==> src/rtl/mem_pkg.sv <==
// Shared constants and types for the RV32I memory stage: AddrMode fields,
// byte-enable patterns, FSM states and the M-register layout.
package mem_pkg;

    localparam int XLEN = 32;

    localparam int         MODE_NONE     = 3;
    localparam int         MODE_UNSIGNED = 2;
    localparam logic [1:0] SIZE_B        = 2'b00;
    localparam logic [1:0] SIZE_H        = 2'b01;
    localparam logic [1:0] SIZE_W        = 2'b10;
    localparam logic [3:0] MODE_BUBBLE   = 4'b1000;

    localparam logic [3:0] BE_BYTE = 4'b0001;
    localparam logic [3:0] BE_HALF = 4'b0011;
    localparam logic [3:0] BE_WORD = 4'b1111;

    typedef enum logic {
        S_IDLE = 1'b0,
        S_WAIT = 1'b1
    } state_t;

    typedef struct packed {
        logic            reg_write;
        logic            result_src;
        logic            mem_write;
        logic [3:0]      addr_mode;
        logic [XLEN-1:0] alu_result;
        logic [XLEN-1:0] write_data;
        logic [4:0]      rd;
        logic [XLEN-1:0] pc_plus4;
    } m_reg_t;

endpackage

==> src/rtl/load_store_align.sv <==
// Combinational byte-lane steering: store byte enables and lane replication,
// load byte/half extraction with sign or zero extension, misalignment detect.
module load_store_align
    import mem_pkg::*;
(
    input  logic [1:0]  offset_i,
    input  logic [1:0]  size_i,
    input  logic        unsigned_i,
    input  logic [31:0] wdata_i,
    input  logic [31:0] rdata_i,
    output logic [3:0]  be_o,
    output logic [31:0] wdata_o,
    output logic [31:0] load_o,
    output logic        misaligned_o
);

    logic [7:0]  byte_sel;
    logic [15:0] half_sel;

    assign byte_sel = rdata_i[{offset_i, 3'b000} +: 8];
    assign half_sel = rdata_i[{offset_i[1], 4'b0000} +: 16];

    always_comb begin
        be_o         = BE_WORD;
        wdata_o      = wdata_i;
        load_o       = rdata_i;
        misaligned_o = 1'b0;
        case (size_i)
            SIZE_B: begin
                be_o    = BE_BYTE << offset_i;
                wdata_o = {4{wdata_i[7:0]}};
                load_o  = unsigned_i ? {24'h0, byte_sel} : {{24{byte_sel[7]}}, byte_sel};
            end
            SIZE_H: begin
                be_o         = BE_HALF << offset_i;
                wdata_o      = {2{wdata_i[15:0]}};
                load_o       = unsigned_i ? {16'h0, half_sel} : {{16{half_sel[15]}}, half_sel};
                misaligned_o = offset_i[0];
            end
            default: begin
                // Size 2'b11 is not encoded by decode; it is handled like a word.
                misaligned_o = (offset_i != 2'b00);
            end
        endcase
    end

endmodule

==> src/rtl/mem_access_stage.sv <==
// RV32I memory stage: M-register, load/store handshake FSM with the data
// memory port, byte-lane steering and the W-register feeding writeback.
module mem_access_stage
    import mem_pkg::*;
#(
    parameter int WIDTH = 32
) (
    input  logic             clk,
    input  logic             rst,
    input  logic             RegWriteE,
    input  logic             ResultSrcE,
    input  logic             MemWriteE,
    input  logic [3:0]       AddrModeE,
    input  logic [WIDTH-1:0] ALUResultE,
    input  logic [WIDTH-1:0] WriteDataE,
    input  logic [4:0]       RdE,
    input  logic [WIDTH-1:0] PCPlus4E,
    output logic             mem_req,
    output logic             mem_we,
    output logic [WIDTH-1:0] mem_addr,
    output logic [3:0]       mem_be,
    output logic [WIDTH-1:0] mem_wdata,
    input  logic             mem_ack,
    input  logic [WIDTH-1:0] mem_rdata,
    output logic             stallM,
    output logic             misalignedM,
    output logic             RegWriteW,
    output logic             ResultSrcW,
    output logic [WIDTH-1:0] ALUResultW,
    output logic [WIDTH-1:0] ReadDataW,
    output logic [WIDTH-1:0] PCPlus4W,
    output logic [4:0]       RdW
);

    m_reg_t m_q, m_d;
    state_t state_q, state_d;

    logic             access;
    logic             misaligned;
    logic             is_load;
    logic [3:0]       be_raw;
    logic [WIDTH-1:0] wdata_raw;
    logic [WIDTH-1:0] load_data;

    logic             reg_write_w_q, result_src_w_q;
    logic [WIDTH-1:0] alu_result_w_q, read_data_w_q, pc_plus4_w_q;
    logic [4:0]       rd_w_q;

    // ---- M-register: holds while a memory access is outstanding
    always_comb begin
        m_d.reg_write  = RegWriteE;
        m_d.result_src = ResultSrcE;
        m_d.mem_write  = MemWriteE;
        m_d.addr_mode  = AddrModeE;
        m_d.alu_result = ALUResultE;
        m_d.write_data = WriteDataE;
        m_d.rd         = RdE;
        m_d.pc_plus4   = PCPlus4E;
    end

    always_ff @(posedge clk or posedge rst) begin
        if (rst) begin
            m_q           <= '0;
            m_q.addr_mode <= MODE_BUBBLE;
        end else if (!stallM) begin
            m_q <= m_d;
        end
    end

    assign access  = !m_q.addr_mode[MODE_NONE];
    assign is_load = access && !m_q.mem_write;

    load_store_align u_align (
        .offset_i     (m_q.alu_result[1:0]),
        .size_i       (m_q.addr_mode[1:0]),
        .unsigned_i   (m_q.addr_mode[MODE_UNSIGNED]),
        .wdata_i      (m_q.write_data),
        .rdata_i      (mem_rdata),
        .be_o         (be_raw),
        .wdata_o      (wdata_raw),
        .load_o       (load_data),
        .misaligned_o (misaligned)
    );

    // ---- handshake FSM
    always_ff @(posedge clk or posedge rst) begin
        if (rst) state_q <= S_IDLE;
        else     state_q <= state_d;
    end

    always_comb begin
        state_d = state_q;
        mem_req = 1'b0;
        case (state_q)
            S_IDLE: begin
                mem_req = access && !misaligned;
                if (mem_req && !mem_ack) state_d = S_WAIT;
            end
            S_WAIT: begin
                // M is frozen, so address/lanes/data stay stable until the ack.
                mem_req = 1'b1;
                if (mem_ack) state_d = S_IDLE;
            end
            default: state_d = S_IDLE;
        endcase
    end

    assign stallM      = mem_req && !mem_ack;
    assign misalignedM = access && misaligned;
    assign mem_we      = mem_req && m_q.mem_write;
    assign mem_addr    = {m_q.alu_result[WIDTH-1:2], 2'b00} & {WIDTH{mem_req}};
    assign mem_be      = be_raw & {4{mem_req}};
    assign mem_wdata   = wdata_raw & {WIDTH{mem_req}};

    // ---- W-register: bubble while stalled
    always_ff @(posedge clk or posedge rst) begin
        if (rst) begin
            reg_write_w_q  <= 1'b0;
            result_src_w_q <= 1'b0;
            alu_result_w_q <= '0;
            read_data_w_q  <= '0;
            pc_plus4_w_q   <= '0;
            rd_w_q         <= '0;
        end else if (!stallM) begin
            reg_write_w_q  <= m_q.reg_write && !misalignedM;
            result_src_w_q <= m_q.result_src;
            alu_result_w_q <= m_q.alu_result;
            read_data_w_q  <= (is_load && mem_req) ? load_data : '0;
            pc_plus4_w_q   <= m_q.pc_plus4;
            rd_w_q         <= m_q.rd;
        end else begin
            reg_write_w_q <= 1'b0;
            rd_w_q        <= '0;
        end
    end

    assign RegWriteW  = reg_write_w_q;
    assign ResultSrcW = result_src_w_q;
    assign ALUResultW = alu_result_w_q;
    assign ReadDataW  = read_data_w_q;
    assign PCPlus4W   = pc_plus4_w_q;
    assign RdW        = rd_w_q;

endmodule

==> config.mk <==
export PLATFORM = sky130hd
export DESIGN_NAME = mem_access_stage
export DESIGN_NICKNAME = d
export VERILOG_FILES = /design/src/rtl/mem_pkg.sv /design/src/rtl/load_store_align.sv /design/src/rtl/mem_access_stage.sv
export SDC_FILE = /design/constraint.sdc
export NUM_CORES = 1
export LEC_CHECK = 0
export ABC_AREA = 1
export BUFFER_PORTS_ARGS = -buffer_cell sky130_fd_sc_hd__buf_2
export CELL_PAD_IN_SITES_DETAIL_PLACEMENT = 0
export CELL_PAD_IN_SITES_GLOBAL_PLACEMENT = 1
export CORE_AREA = 3 3 165 167
export CTS_CLUSTER_DIAMETER = 150
export DETAILED_ROUTE_END_ITERATION = 8
export DIE_AREA = 0 0 168 170
export PLACE_DENSITY = 0.84
export SKIP_CTS_REPAIR_TIMING = 1
export SYNTH_ARGS = -nofsm -noshare
export SYNTH_HDL_FRONTEND = slang
export SYNTH_SLANG_ARGS = --single-unit
==> constraint.sdc <==
create_clock -name clk -period 8.37 [get_ports clk]
set_input_delay 0.837 -clock clk [delete_from_list [all_inputs] [get_ports clk]]
set_output_delay 0.837 -clock clk [all_outputs]
set_load 0.05 [all_outputs]
Word-level counts from Yosys, hierarchy flattened
Cells that the tools add are included.
Operators by class
  equality and inequality tests: 1
  shift-type cells: 4
  muxes and demuxes: 13
  bitwise operators: 4
  reductions and logical operators: 15
Operators with widths (number)
  one-hot mux 32 bit (2 select lines): 2
  2-to-1 mux 32 bit: 3
  bitwise AND 32 bit: 2
  indexed part select 32 x 6 -> 16 bit: 1
  indexed part select 32 x 6 -> 8 bit: 1
  logical AND 1 bit: 8
  one-hot mux 4 bit (2 select lines): 1
  one-hot mux 1 bit (2 select lines): 3
  logical NOT 1 bit: 5
  2-to-1 mux 5 bit: 1
  bitwise AND 4 bit: 1
  left shift 1 x 2 -> 4 bit (first input constant): 1
  left shift 2 x 2 -> 4 bit (first input constant): 1
  2-to-1 mux 1 bit: 3
  equality test 2 x 1 -> 1 bit (second input constant): 1
  logical NOT 2 bit: 1
  nonzero test 2 bit: 1
  inverter 1 bit: 1
Storage, ports and cells
  register bits: 212
  input bits: 143
  output and inout port bits: 175

Depth between registers and ports, before layout
Gate-level depths: netlist of run 1.
  depth after elaboration: 7
  gate-level depth with buffers: 11

Modules after synthesis
A second synthesis of run 1 with hierarchy kept.
Unflattened totals
  cell total of the unflattened synthesis: 1378
  area total of the unflattened synthesis: 10326.2 µm²
Modules (own cells, without submodules)
  mem_access_stage: times used 1, cells each 1133, area each 9190.1 µm²
  load_store_align: times used 1, cells each 245, area each 1136.1 µm²

Worst setup path before layout of run 1
OpenSTA, ideal clock, no wires.
  kind: flip-flop to output port
  from: reg m_q[69] (netlist name)
  to: out mem_wdata[10]
  arrival: 2.191 ns
  slack: 5.342 ns
  stages on the path, launching flop included: 9
  cells stage by stage: dfrtp_1 -> buf_6 -> o21ai_2 -> nand3_1 -> nand2_2 -> buf_6 -> buf_2 -> o21ai_0 -> a21oi_1
Between the ends
  word-level cells in the longest chain between the ends: 6
Ends and longest elaborated chain
  from (decl): RTL line mem_access_stage.sv:35  | m_reg_t m_q, m_d;
  from (signal assigned): RTL line mem_access_stage.sv:66  | m_q <= m_d;
  nonzero test 2 bit: RTL line load_store_align.sv:42  | misaligned_o = (offset_i != 2'b00);
  one-hot mux 1 bit (2 select lines) (*): RTL line load_store_align.sv:28  | case (size_i)
  logical NOT 1 bit (*): RTL line mem_access_stage.sv:96  | mem_req = access && !misaligned;
  logical AND 1 bit (*): RTL line mem_access_stage.sv:96
  one-hot mux 1 bit (2 select lines) (*): RTL line mem_access_stage.sv:94  | case (state_q)
  via mem_req: RTL line mem_access_stage.sv:18  | output logic mem_req,
  bitwise AND 32 bit (*): RTL line mem_access_stage.sv:113  | assign mem_wdata = wdata_raw & {WIDTH{mem_req}};
  to (decl): RTL line mem_access_stage.sv:22  | output logic [WIDTH-1:0] mem_wdata,
The timed path passes the listed nets; every way through them passes the cells marked *.

Worst setup path in the final report of run 1
  from: reg m_q[69] (netlist name)
  to: out stallM
Between the ends
  word-level cells in the longest chain between the ends: 6
Ends and longest elaborated chain
  nonzero test 2 bit: RTL line load_store_align.sv:42
  one-hot mux 1 bit (2 select lines) (*): RTL line load_store_align.sv:28
  logical NOT 1 bit (*): RTL line mem_access_stage.sv:96
  logical AND 1 bit (*): RTL line mem_access_stage.sv:96
  one-hot mux 1 bit (2 select lines) (*): RTL line mem_access_stage.sv:94
  logical AND 1 bit (*): RTL line mem_access_stage.sv:108  | assign stallM = mem_req && !mem_ack;
  to (decl): RTL line mem_access_stage.sv:25  | output logic stallM,
Every way passes the cells marked *; elsewhere a longest branch is shown, timed or not.

==> summary.md, run 1 <==
| Metric | Value |
|---|---|
| Hpwl dp | `18900 um` |
| Pleak | `6.64 nW` |
| Crit-path max FO | `134` |
| DRT iter0 DRCs | `497` |
| Max-slew violations | `0` |
| Gp weighted congestion | `0.864` |
| Clk Latency, worst-skew pair | `520 ps` |
| Setup TNS | `0 ps` |
| Avg Vias per Cell | `4.69` |
| Critical R2R Capture | `ALUResultW[17]` |
| Top cell type's share of synthesized area | `56.7%` |
| Min-Delay Path Depth | `2` |
| Run status | `finished, final reports clean` |
| H-tree level count | `1` |
| #FFs+latches synth | `212` |
| DRT Pass-1 Iters | `5` |
| Clock tree buffer depth | `3` |
| Synth cell count leaders | `nand2_1, dfrtp_1, o21ai_0` |
| Post-synth EDFFs | `0` |
| Nets | `1575` |
| P&R area growth vs syn | `26.6%` |
| Die height | `170 um` |
| Max_cap viols | `0` |
| Via count | `8372` |
| FILL cells | `2631` |
| Post-route minimum period | `4560 ps` |
| Core area | `0.0259 mm2` |
| Drc violations | `0` |
| WL final | `27200 um` |
| Clock root cell | `clkbuf_16` |
| Max_slew headroom | `27.3%` |
| Initial Utilization | `36.0%` |
| Unrepaired setup endpoints after global routing | `no` |
| Final setup fails | `0` |
| Synth Instances | `1155` |
| Slew @ Worst Pin | `1090 ps` |
| CTS Sinks | `212` |
| Vias in the first global route | `8243` |
| Worst setup SP type | `register` |
| All-Layer GR Usage | `18.3%` |
| VDD IR max | `0.203 mV` |
| IO Port Bufs | `315` |
| Top FF cell, synth | `dfrtp_1` |
| Synth warnings | `0` |
| Worst setup EP type | `primary output` |
| R2R setup slack | `4220 ps` |
| Min-delay src | `m_q[29]` |
| Hold Crit Class | `reg -> reg` |
| Mapped Area | `0.00932 mm2` |
| Layout cells sized above 1 | `26.0%` |
| Top cell type by total area after synthesis | `dfrtp_1` |
| Horiz. Die Dim | `168 um` |
| Required @ worst endpoint | `7530 ps` |
| Post-DRT Antenna Nets | `0` |
| Pwr dens | `383 mW/mm2` |
| Critical path class | `reg -> out` |
| CTS clk-pin slew, worst paths | `60 ps` |
| Register area share after synthesis | `56.9%` |
| Number of cells on the worst reg-to-reg path | `7` |
| Hold Fails Final Rpt | `0` |
| Die area | `0.0286 mm2` |
| Pin count of the biggest net entering global routing | `139` |
| Synthesized area per cell | `8.07 um2` |
| Overflow after GRT | `0` |
| Worst EP arrival | `3720 ps` |
| Power Total | `4.52 mW` |
| Period utilisation layout | `54.5%` |
| Initial antenna violation count | `5` |
| Largest cells by area after synthesis | `dfrtp_1, nand2_1, o21ai_0, nor2_1, inv_1` |
| Count leader, synth | `nand2_1` |
| Count of unique library cells instantiated by Yosys | `30` |
| CTS tree | `built` |
| FF-to-FF Start | `m_q[69]` |
| WL per Instance | `15.3 um` |
| Worst Skew | `14.7 ps` |
| Global-route wire length before repair | `43200 um` |
| CTS Buf Count | `25` |
| Fmax | `0.219 GHz` |
| Rows | `59` |
| I/O pin count | `318` |
| Hold Path End | `PCPlus4W[29]` |
| Ys async rst share | `100%` |
## flip-flops by register name (all words and copies together) (netlist names)
signal / cells
ReadDataW: 32
ALUResultW: 32
ResultSrcW: 1
state_q: 1
RdW: 5
m_q: 108
PCPlus4W: 32
RegWriteW: 1
## logic make-up after synthesis
group / after synthesis / synth area share [%]
flops: 212 / 56.9
compound gates: 185 / 10.2
other cells: 1 / 0.0402
buf+inv: 154 / 7.32
simple gates: 603 / 25.5
## worst max path at each step
stage | start | to | slack [ps] | cells past startpoint
2_1_floorplan | rst | ALUResultW[0] | 1740 | 1
3_3_place_gp | m_q[69] | ALUResultW[3] | 4350 | 7
3_5_place_dp | m_q[69] | ALUResultW[17] | 4140 | 7
4_1_cts | m_q[69] | stallM | 3750 | 6
5_1_grt | m_q[69] | stallM | 3480 | 6
6_report | m_q[69] | stallM | 3810 | 6
## cell type report
class                   count  area [um2]  area share, %
diodes                      1        2.50         0.0212
flip-flops and latches    212        5310           45.0
clock buffers              34         679           5.76
inverters                  83         327           2.77
repair buffers            320        1610           13.7
multi-input cells         790        3350           28.4
well taps                 335         419           3.55
clock inverters             9         103          0.869
## cells in the final DEF (no fill, tap or decap), drive strengths merged
cell and count:
inv 84, a32oi 3, nand3 35, nor3 2
clkbuf 34, a31oi 1, conb 2, or2 3
nor2 87, o21ai 131, o22ai 8, bufinv 2
nand4 2, diode 1, clkinv 6, dfstp 1
dfrtp 211, nand2 474, buf 320, a21oi 42
## power breakdown
| part | leakage, nW | switching [mW] | internal, mW |
|---|---|---|---|
| combinational | 3.64 | 1.63 | 0.410 |
| sequential | 2.61 | 0.137 | 1.29 |
| clock | 0.387 | 0.416 | 0.627 |
## per-stage QoR
stage	setup slack, ps	utilization, %	instances	area, um2	hold slack (ps)
floorplan	1740	-	1156	9320	442
CTS	3750	45.5	1783	11800	466
detailed placement	4140	42.5	1740	11000	458
finish	3810	45.5	1784	11800	462
global route	3480	45.5	1784	11800	486
global placement	4350	42.5	1740	11000	449
## routing by layer
layer / part of all wire [%] / vias up / global-route usage [%]
met5: 0.17 / - / 0
met4: 3.2 / 8 / 5.87
met3: 9.4 / 64 / 6.39
met2: 44 / 315 / 28.5
met1: 43 / 3837 / 24.2
li1: - / 4148 / -
## critical path: stages, from the launching register on
cell and delay (ps):
dfrtp_1 650, o21ai_2 270, nand3_1 100, nand2_2 500, nand2_8 580, inv_6 640, buf_2 370
Note: power is estimated with default switching activity, not from simulation.
==> inputs of run 2 (changes only) <==
--- a/config.mk
+++ b/config.mk
@@ -5,15 +5,15 @@
 export SDC_FILE = /design/constraint.sdc
 export NUM_CORES = 1
 export LEC_CHECK = 0
-export ABC_AREA = 1
+export ABC_AREA = 0
 export BUFFER_PORTS_ARGS = -buffer_cell sky130_fd_sc_hd__buf_2
 export CELL_PAD_IN_SITES_DETAIL_PLACEMENT = 0
 export CELL_PAD_IN_SITES_GLOBAL_PLACEMENT = 1
-export CORE_AREA = 3 3 165 167
+export CORE_AREA = 3 3 168 170
 export CTS_CLUSTER_DIAMETER = 150
 export DETAILED_ROUTE_END_ITERATION = 8
-export DIE_AREA = 0 0 168 170
-export PLACE_DENSITY = 0.84
+export DIE_AREA = 0 0 171 173
+export PLACE_DENSITY = 0.8
 export SKIP_CTS_REPAIR_TIMING = 1
 export SYNTH_ARGS = -nofsm -noshare
 export SYNTH_HDL_FRONTEND = slang
==> constraint.sdc (replaced) <==
create_clock -name clk -period 3.9 [get_ports clk]
set_input_delay 0.39 -clock clk [delete_from_list [all_inputs] [get_ports clk]]
set_output_delay 0.39 -clock clk [all_outputs]
set_load 0.05 [all_outputs]
==> summary.md, run 2 <==
| Metric | Value |
|---|---|
| Run status | `finished, final reports clean` |
| FILL cells | `2514 (-4.4%)` |
| Hold Crit Class | `in -> async` |
| Nets | `1182 (-25%)` |
| CTS clk-pin slew, worst paths | `60 ps (about the same)` |
| Avg Vias per Cell | `4.89 (+4.3%)` |
| Clk Latency, worst-skew pair | `530 ps (about the same)` |
| Clock tree buffer depth | `3 (unchanged)` |
| Number of cells on the worst reg-to-reg path | `4 (-3)` |
| Placed insts | `1353 (-22%)` |
| Fmax | `0.326 GHz` |
| Hold WS | `8.16 ps (-454 ps)` |
| Post-DRT Antenna Nets | `0 (unchanged)` |
| Count leader, synth | `dfrtp_1` |
| Largest register by flop count | `m_q` |
| Ys async rst share | `100% (unchanged)` |
| I/O pin count | `318 (unchanged)` |
| Horiz. Die Dim | `171 um (+1.8%)` |
| Register area share after synthesis | `56.8% (-0.14 points)` |
| Hold Fails Final Rpt | `0 (unchanged)` |
| Vias in the first global route | `7112 (-14%)` |
| Clock root cell | `clkbuf_16` |
| Setup TNS | `0 ps (unchanged)` |
| Critical R2R Capture | `ReadDataW[23]` |
| Unrepaired setup endpoints after global routing | `no` |
| Clk network pwr share | `25.6% (+2.5 points)` |
| VDD IR max | `0.433 mV (+110%)` |
| Critical path class | `reg -> out` |
| Max_slew headroom | `44.8% (+17 points)` |
| Switching power | `3.97 mW (+82%)` |
| Pwr dens | `754 mW/mm2 (+97%)` |
| Gp weighted congestion | `0.776 (-10%)` |
| Slew @ Worst Pin | `828 ps (-263 ps)` |
| Period utilisation layout | `78.6%` |
| Max-slew violations | `0 (unchanged)` |
| Final setup fails | `0 (unchanged)` |
| Worst EP arrival | `2680 ps (-1040 ps)` |
| Post-layout util | `44.8% (-0.71 points)` |
| Worst setup margin | `833 ps (-2970 ps)` |
| Global-route wire length before repair | `39600 um (-8.4%)` |
| DRT Pass-1 Iters | `6 (+1)` |
| CTS tree | `built` |
| Max reg flops | `108 (unchanged)` |
| Initial Utilization | `34.8% (-1.2 points)` |
| Overflow after GRT | `0 (unchanged)` |
| Pint | `5.11 mW (+120%)` |
| DRT iter0 DRCs | `325 (-35%)` |
| Part of the power in registers | `33.1% (+1.4 points)` |
| Required @ worst endpoint | `3510 ps (-4020 ps)` |
| Drc violations | `0 (unchanged)` |
| Layout Cells excl Fill | `1403 (-21%)` |
| FF-to-FF Start | `m_q[102]` |
| CTS Sinks | `212 (unchanged)` |
| Layout cells sized above 1 | `38.8% (+13 points)` |
| Combinational power share | `41.3% (-3.9 points)` |
| Worst setup SP type | `register` |
| Die height | `173 um (+1.8%)` |
| WL per Instance | `17.9 um (+17%)` |
| R2R setup slack | `1400 ps (-2820 ps)` |
| Most common cell after layout, fill and taps aside | `buf_2` |
| All-Layer GR Usage | `16.5% (-1.8 points)` |
| WL final | `25100 um (-7.7%)` |
| Post-route minimum period | `3070 ps` |
| CP Launch Point | `m_q[102]` |
| Synth warnings | `0 (unchanged)` |
| Synth cell count leaders | `dfrtp_1, mux2_1, nand2_1` |
| IO Port Bufs | `315 (unchanged)` |
| Max_cap viols | `0 (unchanged)` |
| Worst Skew | `11.7 ps (-2.94 ps)` |
| Crit-path max FO | `31 (-77%)` |
| Top FF cell, synth | `dfrtp_1` |
| Rows | `60 (+1.7%)` |
| Initial antenna violation count | `5 (unchanged)` |
| Post-synth EDFFs | `0 (unchanged)` |
| Reg area | `0.00531 mm2 (about the same)` |
| Worst setup EP type | `primary output` |
| Hpwl dp | `17600 um (-6.8%)` |
| CTS Buf Count | `25 (unchanged)` |
| Synthesized area per cell | `12.6 um2 (+56%)` |
| Largest cells by area after synthesis | `dfrtp_1, mux2_1, mux2_2, and2_1, mux2i_1` |
| Synth Instances | `741 (-36%)` |
| Count of unique library cells instantiated by Yosys | `39 (+30%)` |
| Pin count of the biggest net entering global routing | `111 (-20%)` |
| Pleak | `5.78 nW (-13%)` |
| P&R area growth vs syn | `28.9%` |
| Switching fraction of total power | `43.7% (-4.6 points)` |
| Most frequent cells in the layout | `buf_2, dfrtp_1, mux2_1` |
| Die area | `0.0296 mm2 (+3.6%)` |
| #FFs+latches synth | `212 (unchanged)` |
| Top cell type's share of synthesized area | `56.5% (-0.14 points)` |
| Footprint of the multi-input gates | `0.00371 mm2 (+11%)` |
| Place WS | `1310 ps (-2830 ps)` |
| Via count | `6866 (-18%)` |
| Mapped Area | `0.00934 mm2 (+0.26%)` |
| H-tree level count | `1 (unchanged)` |
| Top cell type by total area after synthesis | `dfrtp_1` |
| Core area | `0.0269 mm2 (+3.7%)` |
[run 2: logic make-up after synthesis]
family                 Yosys count  share of synthesized area, %
DFF                            212                          56.8
buffers and inverters           69                          3.70
AOI/OAI and AO/OA              102                          7.22
other                            1                        0.0401
muxes                          199                          23.8
and+or+nand+nor                158                          8.48
[run 2: final cells by class]
class,count,share of cell area (%)
Clock inverter,8,0.665
Antenna cell,4,0.0831
Timing Repair Buffer,326,14.2
Clock buffer,38,6.26
Tap cell,341,3.54
Sequential cell,212,44.1
Multi-Input combinational cell,461,30.8
Inverter,13,0.436
[run 2: metrics by stage]
stage	area [um2]	power [mW]
global route	12000	9.54
CTS	12000	9.22
detailed placement	11200	6.83
finish	12000	9.08
floorplan	9350	5.90
global placement	11200	6.79
[run 2: worst max-delay path, cell delays in order, from the launching register on]
cell and delay, ps:
dfrtp_2 510, o21a_1 310, nor3_1 210, nor2_2 60, inv_1 250, buf_4 360, and2_1 190, buf_2 260
[run 2: worst max-delay path by stage]
| stage | cells past startpoint | to | slack (ps) |
|---|---|---|---|
| final | 7 | mem_addr[8] | 830 |
| after global routing | 7 | mem_addr[8] | 590 |
| after CTS | 7 | mem_addr[8] | 740 |
| after detailed placement | 7 | mem_addr[8] | 1310 |
| after global placement | 7 | mem_addr[8] | 1370 |
| after floorplan | 1 | ALUResultW[0] | 750 |
[run 2: power by group through the flow]
stage	logic (mW)	clock network [mW]	registers (mW)
after floorplan	1.93	0	3.97
after global placement	3.76	0	3.02
after detailed placement	3.79	0	3.05
after CTS	3.80	2.40	3.02
after global routing	3.98	2.49	3.08
final	3.75	2.32	3.01
[run 2: per-layer routing]
layer / GRT usage (%) / vias to the layer above / wire (um)
met5: 0 / - / 12
met3: 5.03 / 49 / 2030
met2: 27.4 / 244 / 12000
li1: - / 3205 / -
met4: 5.77 / 2 / 806
met1: 20.4 / 3366 / 10200
